--- config.mk ---
export PLATFORM = sky130hd
export DESIGN_NAME = mux_arbiter
export DESIGN_NICKNAME = d
export VERILOG_FILES = /design/src/rtl/mux_arbiter.sv
export SDC_FILE = /design/constraint.sdc
export NUM_CORES = 1
export LEC_CHECK = 0
export CELL_PAD_IN_SITES_DETAIL_PLACEMENT = 0
export CELL_PAD_IN_SITES_GLOBAL_PLACEMENT = 1
export CORE_ASPECT_RATIO = 0.75
export CORE_MARGIN = 8
export CORE_UTILIZATION = 31
export DETAILED_ROUTE_END_ITERATION = 8
export GPL_TIMING_DRIVEN = 0
export PLACE_DENSITY_LB_ADDON = 0.3
export SLEW_MARGIN = 20
export SYNTH_ARGS = -nofsm -noshare
export SYNTH_HDL_FRONTEND = slang
export SYNTH_SLANG_ARGS = --single-unit
--- constraint.sdc ---
create_clock -name Clock -period 4.7 [get_ports Clock]
set_input_delay 0.47 -clock Clock [delete_from_list [all_inputs] [get_ports Clock]]
set_output_delay 0.47 -clock Clock [all_outputs]
set_load 0.005 [all_outputs]
--- src/rtl/mux_arbiter.sv ---
// -----------------------------------------------------------------------------
// mux_arbiter
//   Round-robin arbiter that owns the shared selection mux / result bus.
//   Up to 8 requesters compete. The winner is announced one cycle after its
//   request (Grant / Selection are registered). Each cycle where the owner
//   still requests is a transfer, and its word appears on Output the cycle
//   after. An owner holding Lock may keep the bus for up to MAX_LOCK
//   consecutive transfers before it is forced to let go.
//
//   Optional build macro: MUX_ARB_FIXED_PRIORITY_EN
//     defined   -> priority pointer pinned at 0 (lowest index always wins)
//     undefined -> round-robin pointer (default)
//
// Ports:
//   Clock       in   rising-edge clock
//   Reset       in   synchronous, active-low reset
//   Request     in   [NUM_REQ]        per-requester "word valid, want bus"
//   Lock        in   [NUM_REQ]        owner keeps bus after this transfer
//   DataIn      in   [NUM_REQ*WIDTH]  requester i word at [i*WIDTH +: WIDTH]
//   Grant       out  [NUM_REQ]        one-hot owner, zero when idle
//   Selection   out  [3]              binary owner index (holds when idle)
//   Output      out  [WIDTH]          registered transferred word
//   OutputValid out  1                Output was transferred last cycle
//   Busy        out  1                OR of Grant
// -----------------------------------------------------------------------------
module mux_arbiter #(
  parameter int NUM_REQ  = 4,
  parameter int WIDTH    = 17,
  parameter int MAX_LOCK = 8
) (
  input  logic                     Clock,
  input  logic                     Reset,
  input  logic [NUM_REQ-1:0]       Request,
  input  logic [NUM_REQ-1:0]       Lock,
  input  logic [NUM_REQ*WIDTH-1:0] DataIn,
  output logic [NUM_REQ-1:0]       Grant,
  output logic [2:0]               Selection,
  output logic [WIDTH-1:0]         Output,
  output logic                     OutputValid,
  output logic                     Busy
);

  localparam int              LCW       = (MAX_LOCK > 1) ? $clog2(MAX_LOCK) : 1;
  localparam logic [LCW-1:0]  LOCK_LAST = LCW'(MAX_LOCK - 1);
  localparam logic [2:0]      LAST_IDX  = 3'(NUM_REQ - 1);
  localparam logic [3:0]      NUM_REQ_W = 4'(NUM_REQ);

  localparam logic [0:0] ST_IDLE = 1'b0;
  localparam logic [0:0] ST_OWN  = 1'b1;

  // Inputs padded out to a fixed 8-entry view so a 3-bit index is always
  // in range, whatever NUM_REQ is. Padded entries never request.
  logic [7:0]       req_ext;
  logic [7:0]       lock_ext;
  logic [WIDTH-1:0] data_arr [8];

  genvar gi;
  generate
    for (gi = 0; gi < 8; gi++) begin : g_unpack
      if (gi < NUM_REQ) begin : g_real
        assign req_ext[gi]  = Request[gi];
        assign lock_ext[gi] = Lock[gi];
        assign data_arr[gi] = DataIn[gi*WIDTH +: WIDTH];
      end else begin : g_pad
        assign req_ext[gi]  = 1'b0;
        assign lock_ext[gi] = 1'b0;
        assign data_arr[gi] = '0;
      end
    end
  endgenerate

  logic [0:0]         state_q,     state_d;
  logic [NUM_REQ-1:0] grant_q,     grant_d;
  logic [2:0]         sel_q,       sel_d;
  logic [2:0]         ptr_q,       ptr_d;
  logic [LCW-1:0]     lock_cnt_q,  lock_cnt_d;
  logic [WIDTH-1:0]   out_q,       out_d;
  logic               out_valid_q, out_valid_d;

  logic       owner_req;
  logic       owner_lock;
  logic       do_arb;
  logic       found;
  logic [2:0] arb_ptr;
  logic [2:0] win;
  logic [3:0] sum;
  logic [7:0] grant_ext;

  always_comb begin
    state_d     = state_q;
    grant_d     = grant_q;
    sel_d       = sel_q;
    ptr_d       = ptr_q;
    lock_cnt_d  = lock_cnt_q;
    out_d       = out_q;
    out_valid_d = 1'b0;
    do_arb      = 1'b0;
    found       = 1'b0;
    win         = 3'd0;
    sum         = 4'd0;
    arb_ptr     = ptr_q;
    grant_ext   = 8'd0;

    // While owning, sel_q is the owner index, so the owner's inputs are
    // simply the entries at sel_q.
    owner_req  = req_ext[sel_q];
    owner_lock = lock_ext[sel_q];

    if (state_q == ST_OWN && owner_req) begin
      out_d       = data_arr[sel_q];
      out_valid_d = 1'b1;
    end

    if (state_q == ST_IDLE) begin
      do_arb = 1'b1;
    end else if (!owner_req || !owner_lock || lock_cnt_q == LOCK_LAST) begin
      // Release: the old owner drops to lowest priority for this same-cycle
      // re-arbitration, so there is no bubble between owners.
      do_arb     = 1'b1;
      lock_cnt_d = '0;
      arb_ptr    = (sel_q == LAST_IDX) ? 3'd0 : sel_q + 3'd1;
    end else begin
      lock_cnt_d = lock_cnt_q + 1'b1;
    end

`ifdef MUX_ARB_FIXED_PRIORITY_EN
    arb_ptr = 3'd0;
`endif

    if (do_arb) begin
      ptr_d = arb_ptr;
      // Circular search starting at arb_ptr, wrapping modulo NUM_REQ.
      for (int k = 0; k < NUM_REQ; k++) begin
        sum = {1'b0, arb_ptr} + 4'(k);
        if (sum >= NUM_REQ_W) begin
          sum = sum - NUM_REQ_W;
        end
        if (!found && req_ext[sum[2:0]]) begin
          found = 1'b1;
          win   = sum[2:0];
        end
      end
      if (found) begin
        grant_ext = 8'd1 << win;
        state_d   = ST_OWN;
        sel_d     = win;
        grant_d   = grant_ext[NUM_REQ-1:0];
      end else begin
        // Selection deliberately keeps its last value while idle.
        state_d = ST_IDLE;
        grant_d = '0;
      end
    end
  end

  always_ff @(posedge Clock) begin
    if (!Reset) begin
      state_q     <= ST_IDLE;
      grant_q     <= '0;
      sel_q       <= 3'd0;
      ptr_q       <= 3'd0;
      lock_cnt_q  <= '0;
      out_q       <= '0;
      out_valid_q <= 1'b0;
    end else begin
      state_q     <= state_d;
      grant_q     <= grant_d;
      sel_q       <= sel_d;
      ptr_q       <= ptr_d;
      lock_cnt_q  <= lock_cnt_d;
      out_q       <= out_d;
      out_valid_q <= out_valid_d;
    end
  end

  assign Grant       = grant_q;
  assign Selection   = sel_q;
  assign Output      = out_q;
  assign OutputValid = out_valid_q;
  assign Busy        = |grant_q;

endmodule

==> reports/results.ini, run 1 <==
[setup_path]
cpLargestDelayFamily=compound AO/OA/AOI/OAI gates
path_cells=buf_6 -> mux2i_1 -> o22ai_2 -> a21oi_4 -> mux2i_4 -> ha_1 -> a21oi_1 -> nand2_1 -> o31ai_1 -> or2_2 -> o22a_1 -> a41oi_2 -> nand2_1 -> o31ai_1
r2r_start=Selection[1]
ff2ff_path_depth=14
ff2ff_setup_slack_ns=0.94
crit_path_start_kind=flip-flop
crit_required_ns=4.89
r2r-end=Grant[0]
cp.arrival_ns=3.95
path_class=reg2reg
cpMaxStageDelayCell=dfxtp_1
slowest_delay_ns=0.55
cp-end-kind=flip-flop
path_buf_inv=1
worstPathMaxFanout=10

[floorplan]
fp-row-count=25
die_w_um=110
dieHeight_um=86.4
io_pins=104
coreArea_um2=6350
die_area_um2=9490
start_util=0.322

[drt]
ant_nets=0
drt-total-wl_um=6740
num_vias=2052
wire_per_inst_um=16.6
drt_iter0_markers=85
drt-pass1-iter-count=4
remaining_drc_errors=0
viasPerCell=5.05

[timing]
rsz0062_at_grt=false
whs_ns=0.455
maxSlewHeadroom=0.423
finClkSkew_ns=0.00207
setup_violations=0
period_share=0.800
worst_pin_slew_ns=0.865
hold_viol=0
period_minus_slack_ns=3.76
fin_setup_tns_ns=0
postLayoutSetupSlackWorst_ns=0.940
timing.fmax_mhz=266
finalMaxSlewViolations=0

[grt]
grt_pass1_vias=2069
grt_util_all_layers=0.142
grt_pass1_wl_um=10500
grt_max_degree=11
antenna_found_initial=0
grt_overflow=0

[clocking]
tritoncts=built
cts.sinks=32
cts.path.max_buffers=2
cts_setup_buffers=0
cts_hold_buf=0
cts_root_buf=clkbuf_8
cts_buffers=5
clock_latency_ns=0.28
htreeDepth=2
clkTransAtPathRegs_ns=0.07
cts_resized=0

[placed_design]
dp_cells=398
place_ws_ns=0.804
place_congestion=0.802
dpl.hpwl_um=5430
portBuffers=102
dpl_cell_area_um2=3170

[cells_and_area]
n_fill_cell=605
stdcell_count=406
drive_above_1_share=0.114
final_net_count=407
fin_util=0.516
mostFrequentLayoutCells=clkdlybuf4s50_1, nand2_1, dfxtp_1
area_delta_synth_final_pct=60.1
post-route-cell-area_um2=3280
final_common_cell=clkdlybuf4s50_1
insertedDiodeCount=0

[yosys]
avgSynthCellArea_um2=9.52
synth_edf_count=0
synth_nets=298
synth_flop_cell=dfxtp_1
synth.distinct_cells=48
async_flop_share=0
syn_inst=215
synth_area_um2=2050
seq_area_frac_synth=0.313
synth-seq-cells=32
ys.warnings.count=0

[power_and_ir_drop]
totalPowerFinal_mw=1.55
ir_drop_uv=230
power.leakage_nw=1.17
power_frac_comb=0.583
power.share.sequential=0.249
p_per_area_nw_per_um2=474
internal_power_mw=0.960
p_switching_mw=0.595
p_sw_frac=0.383
p_clk_frac=0.168

[hold_path]
min_to=Output[11]
hp-class=reg2reg
hp-start=Output[11]
whs_path_depth=2

[run]
cap_viol_max_count=0

[status]
status=finished clean

==> layer usage <==
layer,track usage,part of all wire,up-vias
met2,0.221,0.45,79
met5,0,0,-
met1,0.178,0.44,951
li1,-,-,1016
met4,0.0355,0.0099,0
met3,0.0549,0.097,6
==> state kept, by name, summed over array words and instances (netlist names) <==
register,count
Grant,4
Output,17
OutputValid,1
Selection,3
lock_cnt_q,3
ptr_q,3
state_q,1
==> power groups by stage <==
| stage | logic, mW | registers (mW) | clock network, mW |
|---|---|---|---|
| 6_report | 0.906 | 0.388 | 0.261 |
| 5_1_grt | 0.998 | 0.398 | 0.280 |
| 4_1_cts | 0.911 | 0.388 | 0.267 |
| 3_5_place_dp | 0.906 | 0.394 | 0 |
| 3_3_place_gp | 0.906 | 0.391 | 0 |
| 2_1_floorplan | 0.589 | 0.388 | 0 |
==> cell type report <==
cell class	instances	area (µm²)	area share
clock inverters	2	35.0	0.0107
repair buffers	102	1020	0.312
plain buffers	12	52.6	0.0160
well taps	81	101	0.0309
inverters	7	28.8	0.00878
flip-flops and latches	32	641	0.195
clock buffers	6	72.6	0.0221
multi-input cells	164	1330	0.404
==> tightest hold or removal path, delay by kind of cell, from the launching register on <==
kind | cells | cell delay [ns]
and+or+nand+nor | 1 | 0.05
AOI/OAI and AO/OA | 1 | 0.05
DFF | 1 | 0.31
==> cell usage after synthesis, types with 2 or more instances <==
cell type	instances	area (µm²)
mux4_1	3	78.8
ha_1	5	62.6
o31ai_1	4	30.0
o22ai_1	4	25.0
buf_1	3	11.3
inv_1	5	18.8
o21ai_0	3	15.0
o22a_1	3	26.3
nand2b_1	3	18.8
nand3_1	4	20.0
mux2i_1	7	70.1
a22oi_1	3	22.5
mux4_2	14	315
nand2_1	43	161
dfxtp_1	32	641
clkbuf_1	8	30.0
or2_2	3	18.8
nor2_1	10	37.5
o22ai_2	2	25.0
o21a_1	3	22.5
a21oi_1	26	130
==> worst max path at each step <==
stage	from	to	slack [ns]	cells past startpoint
2_1_floorplan	lock_cnt_q[0]	Grant[3]	1.51	16
3_3_place_gp	Request[3]	Grant[0]	0.78	14
3_5_place_dp	Request[3]	Grant[0]	0.80	14
4_1_cts	Selection[1]	Grant[0]	0.98	14
5_1_grt	Selection[1]	Grant[0]	0.69	14
6_report	Selection[1]	Grant[0]	0.94	14
==> cells by family after synthesis <==
group / Yosys count / share of synthesized area
AO/OA/AOI/OAI: 59 / 0.200
buffers and inverters: 19 / 0.0397
flip-flops: 32 / 0.313
AND/OR/NAND/NOR: 72 / 0.160
multiplexers: 28 / 0.257
adder cells (fa/ha/maj): 5 / 0.0306
(Power assumes the default switching activity.)
==> inputs of run 2 (changes only) <==
--- a/config.mk
+++ b/config.mk
@@ -9,7 +9,7 @@
 export CELL_PAD_IN_SITES_GLOBAL_PLACEMENT = 1
 export CORE_ASPECT_RATIO = 0.75
 export CORE_MARGIN = 8
-export CORE_UTILIZATION = 31
+export CORE_UTILIZATION = 29
 export DETAILED_ROUTE_END_ITERATION = 8
 export GPL_TIMING_DRIVEN = 0
 export PLACE_DENSITY_LB_ADDON = 0.3
==> constraint.sdc (replaced) <==
create_clock -name Clock -period 3.5 [get_ports Clock]
set_input_delay 0.35 -clock Clock [delete_from_list [all_inputs] [get_ports Clock]]
set_output_delay 0.35 -clock Clock [all_outputs]
set_load 0.005 [all_outputs]
==> reports/results.ini, run 2 (synthesized netlist as in run 1, its figures left out) <==
[clocking]
cts_hold_buf=0
cts_root_buf=clkbuf_8
clock_latency_ns=0.29
clkTransAtPathRegs_ns=0.08
cts_buffers=5
cts.path.max_buffers=2
htreeDepth=2
tritoncts=built
cts.sinks=32

[floorplan]
start_util=0.300
io_pins=104
die_area_um2=10000
fp-row-count=26
die_w_um=113
dieHeight_um=88.8
coreArea_um2=6830

[timing]
timing.fmax_mhz=295
maxSlewHeadroom=0.432
finClkSkew_ns=0.0121
fin_setup_tns_ns=0
period_share=0.968
setup_violations=0
postLayoutSetupSlackWorst_ns=0.113
hold_viol=0
worst_pin_slew_ns=0.852
finalMaxSlewViolations=0
period_minus_slack_ns=3.39

[power_and_ir_drop]
totalPowerFinal_mw=2.28
internal_power_mw=1.41
p_switching_mw=0.870
p_per_area_nw_per_um2=671
power_frac_comb=0.613
power.share.sequential=0.229
ir_drop_uv=432
power.leakage_nw=1.22
p_clk_frac=0.158
p_sw_frac=0.382

[grt]
grt_pass1_vias=2186
antenna_found_initial=0
grt_overflow=0
grt_util_all_layers=0.136
grt_max_degree=12
grt_pass1_wl_um=10800

[drt]
drt-total-wl_um=7030
viasPerCell=5.06
drt_iter0_markers=58
ant_nets=0
remaining_drc_errors=0
wire_per_inst_um=16.9
drt-pass1-iter-count=4
num_vias=2103

[placed_design]
place_congestion=0.802
dpl.hpwl_um=5530
portBuffers=102
dpl_cell_area_um2=3170
place_ws_ns=-0.325

[setup_path]
crit_path_start_kind=flip-flop
crit_required_ns=3.70
cp-end-kind=flip-flop
cp.arrival_ns=3.58
slowest_delay_ns=0.37
cpMaxStageDelayCell=mux2_4
path_class=reg2reg
path_cells=ha_1 -> ha_1 -> or2_2 -> o22ai_4 -> a21oi_4 -> mux2_4 -> inv_2 -> ha_4 -> a21oi_1 -> nand2_1 -> o31ai_1 -> or2_4 -> o22a_1 -> o21a_1 -> o22a_1 -> o41ai_2
worstPathMaxFanout=7

[cells_and_area]
area_delta_synth_final_pct=65.8
final_net_count=414
drive_above_1_share=0.160
final_common_cell=clkdlybuf4s50_1
n_fill_cell=669
largest_reg_flops=17
insertedDiodeCount=0
post-route-cell-area_um2=3390
mostFrequentLayoutCells=clkdlybuf4s50_1, nand2_1, dfxtp_1
fin_util=0.497

[run]
cap_viol_max_count=0

[status]
status=finished clean

[hold_path]
hp-class=reg2reg

## run 2: power by group through the flow
| stage | Sequential, mW | Clock, mW | Combinational (mW) |
|---|---|---|---|
| after CTS | 0.520 | 0.364 | 1.27 |
| after floorplan | 0.521 | 0 | 0.790 |
| after global routing | 0.534 | 0.383 | 1.53 |
| after global placement | 0.524 | 0 | 1.22 |
| final | 0.522 | 0.360 | 1.39 |
| after detailed placement | 0.526 | 0 | 1.22 |
## run 2: final cells by class
class,instances,area (µm²),area share
clock buffer,5,68.8,0.0203
clock inverter,3,42.5,0.0125
tap,84,105,0.0310
sequential,32,646,0.190
buffer,12,52.6,0.0155
inverter,7,28.8,0.00848
multi-input combinational,164,1380,0.406
timing repair buffer,109,1070,0.316
## run 2: timing repair
action                                 in CTS  in global routing
endpoints found under the hold margin       0                  0
gates resized for setup                     4                 12
buffers inserted                            3                  4
gates cloned                                0                  0
pin swaps                                   2                  6
setup endpoints to repair                   6                  6
## run 2: worst paths after layout
path | startpoint | to | slack (ns) | depth (start not counted)
max reg2reg | lock_cnt_q[0] | Grant[1] | 0.11 | 16
max | lock_cnt_q[0] | Grant[1] | 0.11 | 16
min reg2reg | Output[15] | Output[15] | 0.45 | 2
min | Output[15] | Output[15] | 0.45 | 2
## run 2: layer usage
layer | track usage | share of wire
met1 | 0.169 | 0.45
met2 | 0.221 | 0.47
met3 | 0.0429 | 0.065
met4 | 0.0361 | 0.012
met5 | 0 | 0
## run 2: stage by stage
| step | cells | hold slack [ns] |
|---|---|---|
| global route | 416 | 0.477 |
| global placement | 401 | 0.441 |
| finish | 416 | 0.453 |
| floorplan | 215 | 0.453 |
| CTS | 412 | 0.455 |
| detailed placement | 401 | 0.446 |
## run 2: critical path: cells and delay by family (launching register included)
kind / cells / cell delay, ns
AOI/OAI and AO/OA: 8 / 1.32
and+or+nand+nor: 3 / 0.66
adders and majority gates: 3 / 0.51
muxes: 1 / 0.37
DFF: 1 / 0.33
buffers and inverters: 1 / 0.09
==> RTL edit: new RTL, config.mk and constraints of run 2 <==
The option `MUX_ARB_FIXED_PRIORITY_EN` is turned on by a define.
--- a/src/rtl/mux_arbiter.sv
+++ b/src/rtl/mux_arbiter.sv
@@ -24,4 +24,6 @@
 //   Busy        out  1                OR of Grant
 // -----------------------------------------------------------------------------
+`define MUX_ARB_FIXED_PRIORITY_EN
+
 module mux_arbiter #(
   parameter int NUM_REQ  = 4,
Function: changed (Yosys sat finds a counterexample within 4 cycles, from zero or initial values and one cycle with Reset low).
==> RTL edit against run 2 <==
- total power down 63%
- synthesized area down 25%
- via count down 34%
- wire length down 26%
- core utilization up 2.2 points
- cell area down 20%
- sequential cell count down 4
- worst setup slack better by 1.4 ns
- critical path type unchanged
- largest power group is now sequential cells
- highest routed layer unchanged
==> RTL edit: results (changes against run 2) <==
Run status
The flow ran to the end, and the final reports show no timing, DRC or antenna violations.

Detailed routing
The routed wire length on met3 is 311 um (-31%). The first-iteration detailed-routing DRC count is 39 (-33%). The sum of met2 wire segment lengths after detailed routing was 2401 um (-27%).

The total length of routed wires is 5186 um (-26%). The length of routed wiring on met1 came to 2442 um (-24%).

GRT
The overall fraction of global-route tracks in use is 12.51% (-1.0 points). The pin count of the biggest net entering global routing came to 16 (+4). The first-pass GRT wire length is 7693 um (-29%).

CTS
The number of levels in the clock H-tree is 1 (-1). The number of buffers added for setup after CTS was 0 (-3). The number of buffers inserted during clock tree synthesis came to 3 (-2).

The count of cells resized by post-cts repair is 0 (-4). The register clock-pin slew on the reported worst setup and hold paths was 0.10 ns (+0.02 ns).

Hold path
In this run the most critical hold path is launched from Output[14]$_SDFFE_PN0P_. The destination of the worst hold path is Output[14]$_SDFFE_PN0P_.

Timing
The post-route clock period utilization is 56.19% (-41 points). The worst-case hold slack is 0.5027 ns (+0.04953 ns). The worst-case headroom to the max-slew limit is 54.10% (+11 points).

Placed design
The HPWL after detailed placement is 4172 um (-25%). The pre-CTS setup slack came to 1.292 ns (+1.617 ns). The global placer's final weighted congestion came to 0.7160 (-11%).

Final layout
The number of cells in the finished layout apart from fillers is 307 (-26%). The ratio of cells with drive above 1 in the final layout was 13.36% (-2.6 points).

Worst setup path
The cell family contributing the most delay on the critical path is buffers and inverters. The largest fanout on the critical path was 10 (+3). The delay of the slowest critical-path stage is 0.57 ns (+0.20 ns). For this design, the slowest cell found on the critical path is clkbuf_1. The startpoint identified for the worst register-to-register timing path is Selection[1]$_SDFFE_PN0P_.

Logic synthesis
The post-synthesis mux area share is 42.60% (+17 points). The compound-cell area share of the yosys netlist was 2.780% (-17 points). The net count of the mapped netlist was 206 (-31%). The adder and majority gate portion of the synthesized area is 1.635% (-1.4 points). The number of instances in the synthesized netlist is 126 (-41%). Sorting the synthesized cells by area gives the leading types as dfxtp_1 37%, mux4_2 26%, mux2i_1 14%, nor2_1 7.4%, buf_6 2.2%.

Power
The switching power summed over all nets is 204.6 uW (-76%). The maximum vdd drop is 0.1351 mV (-69%).
## RTL edit: area by class of cell
class	count	area share (%)
Clock buffer	4	2.039
Multi-Input combinational cell	86	33.18
Timing Repair Buffer	102	37.81
Sequential cell	28	20.76
Tap cell	75	3.475
Buffer	9	2.317
Inverter	3	0.4171
## RTL edit: worst min-delay path: cells and delay by family (launching register included)
family,cells,cell delay [ns]
simple gates,1,0.07
flops,1,0.34
mux,1,0.07
## RTL edit: power by group through the flow
| stage | clock network [mW] | logic, mW | registers, mW |
|---|---|---|---|
| detailed placement | 0 | 0.277 | 0.360 |
| floorplan | 0 | 0.122 | 0.361 |
| global placement | 0 | 0.275 | 0.359 |
| CTS | 0.213 | 0.279 | 0.353 |
| finish | 0.205 | 0.274 | 0.352 |
| global route | 0.228 | 0.294 | 0.356 |
## RTL edit: cell families (layout without fill, tap and decap cells)
logic type	Yosys count	after routing
AOI/OAI and AO/OA	5	5
adders and majority gates	2	2
buffers and inverters	12	118
DFF	28	28
muxes	41	41
other	1	1
and+or+nand+nor	37	37
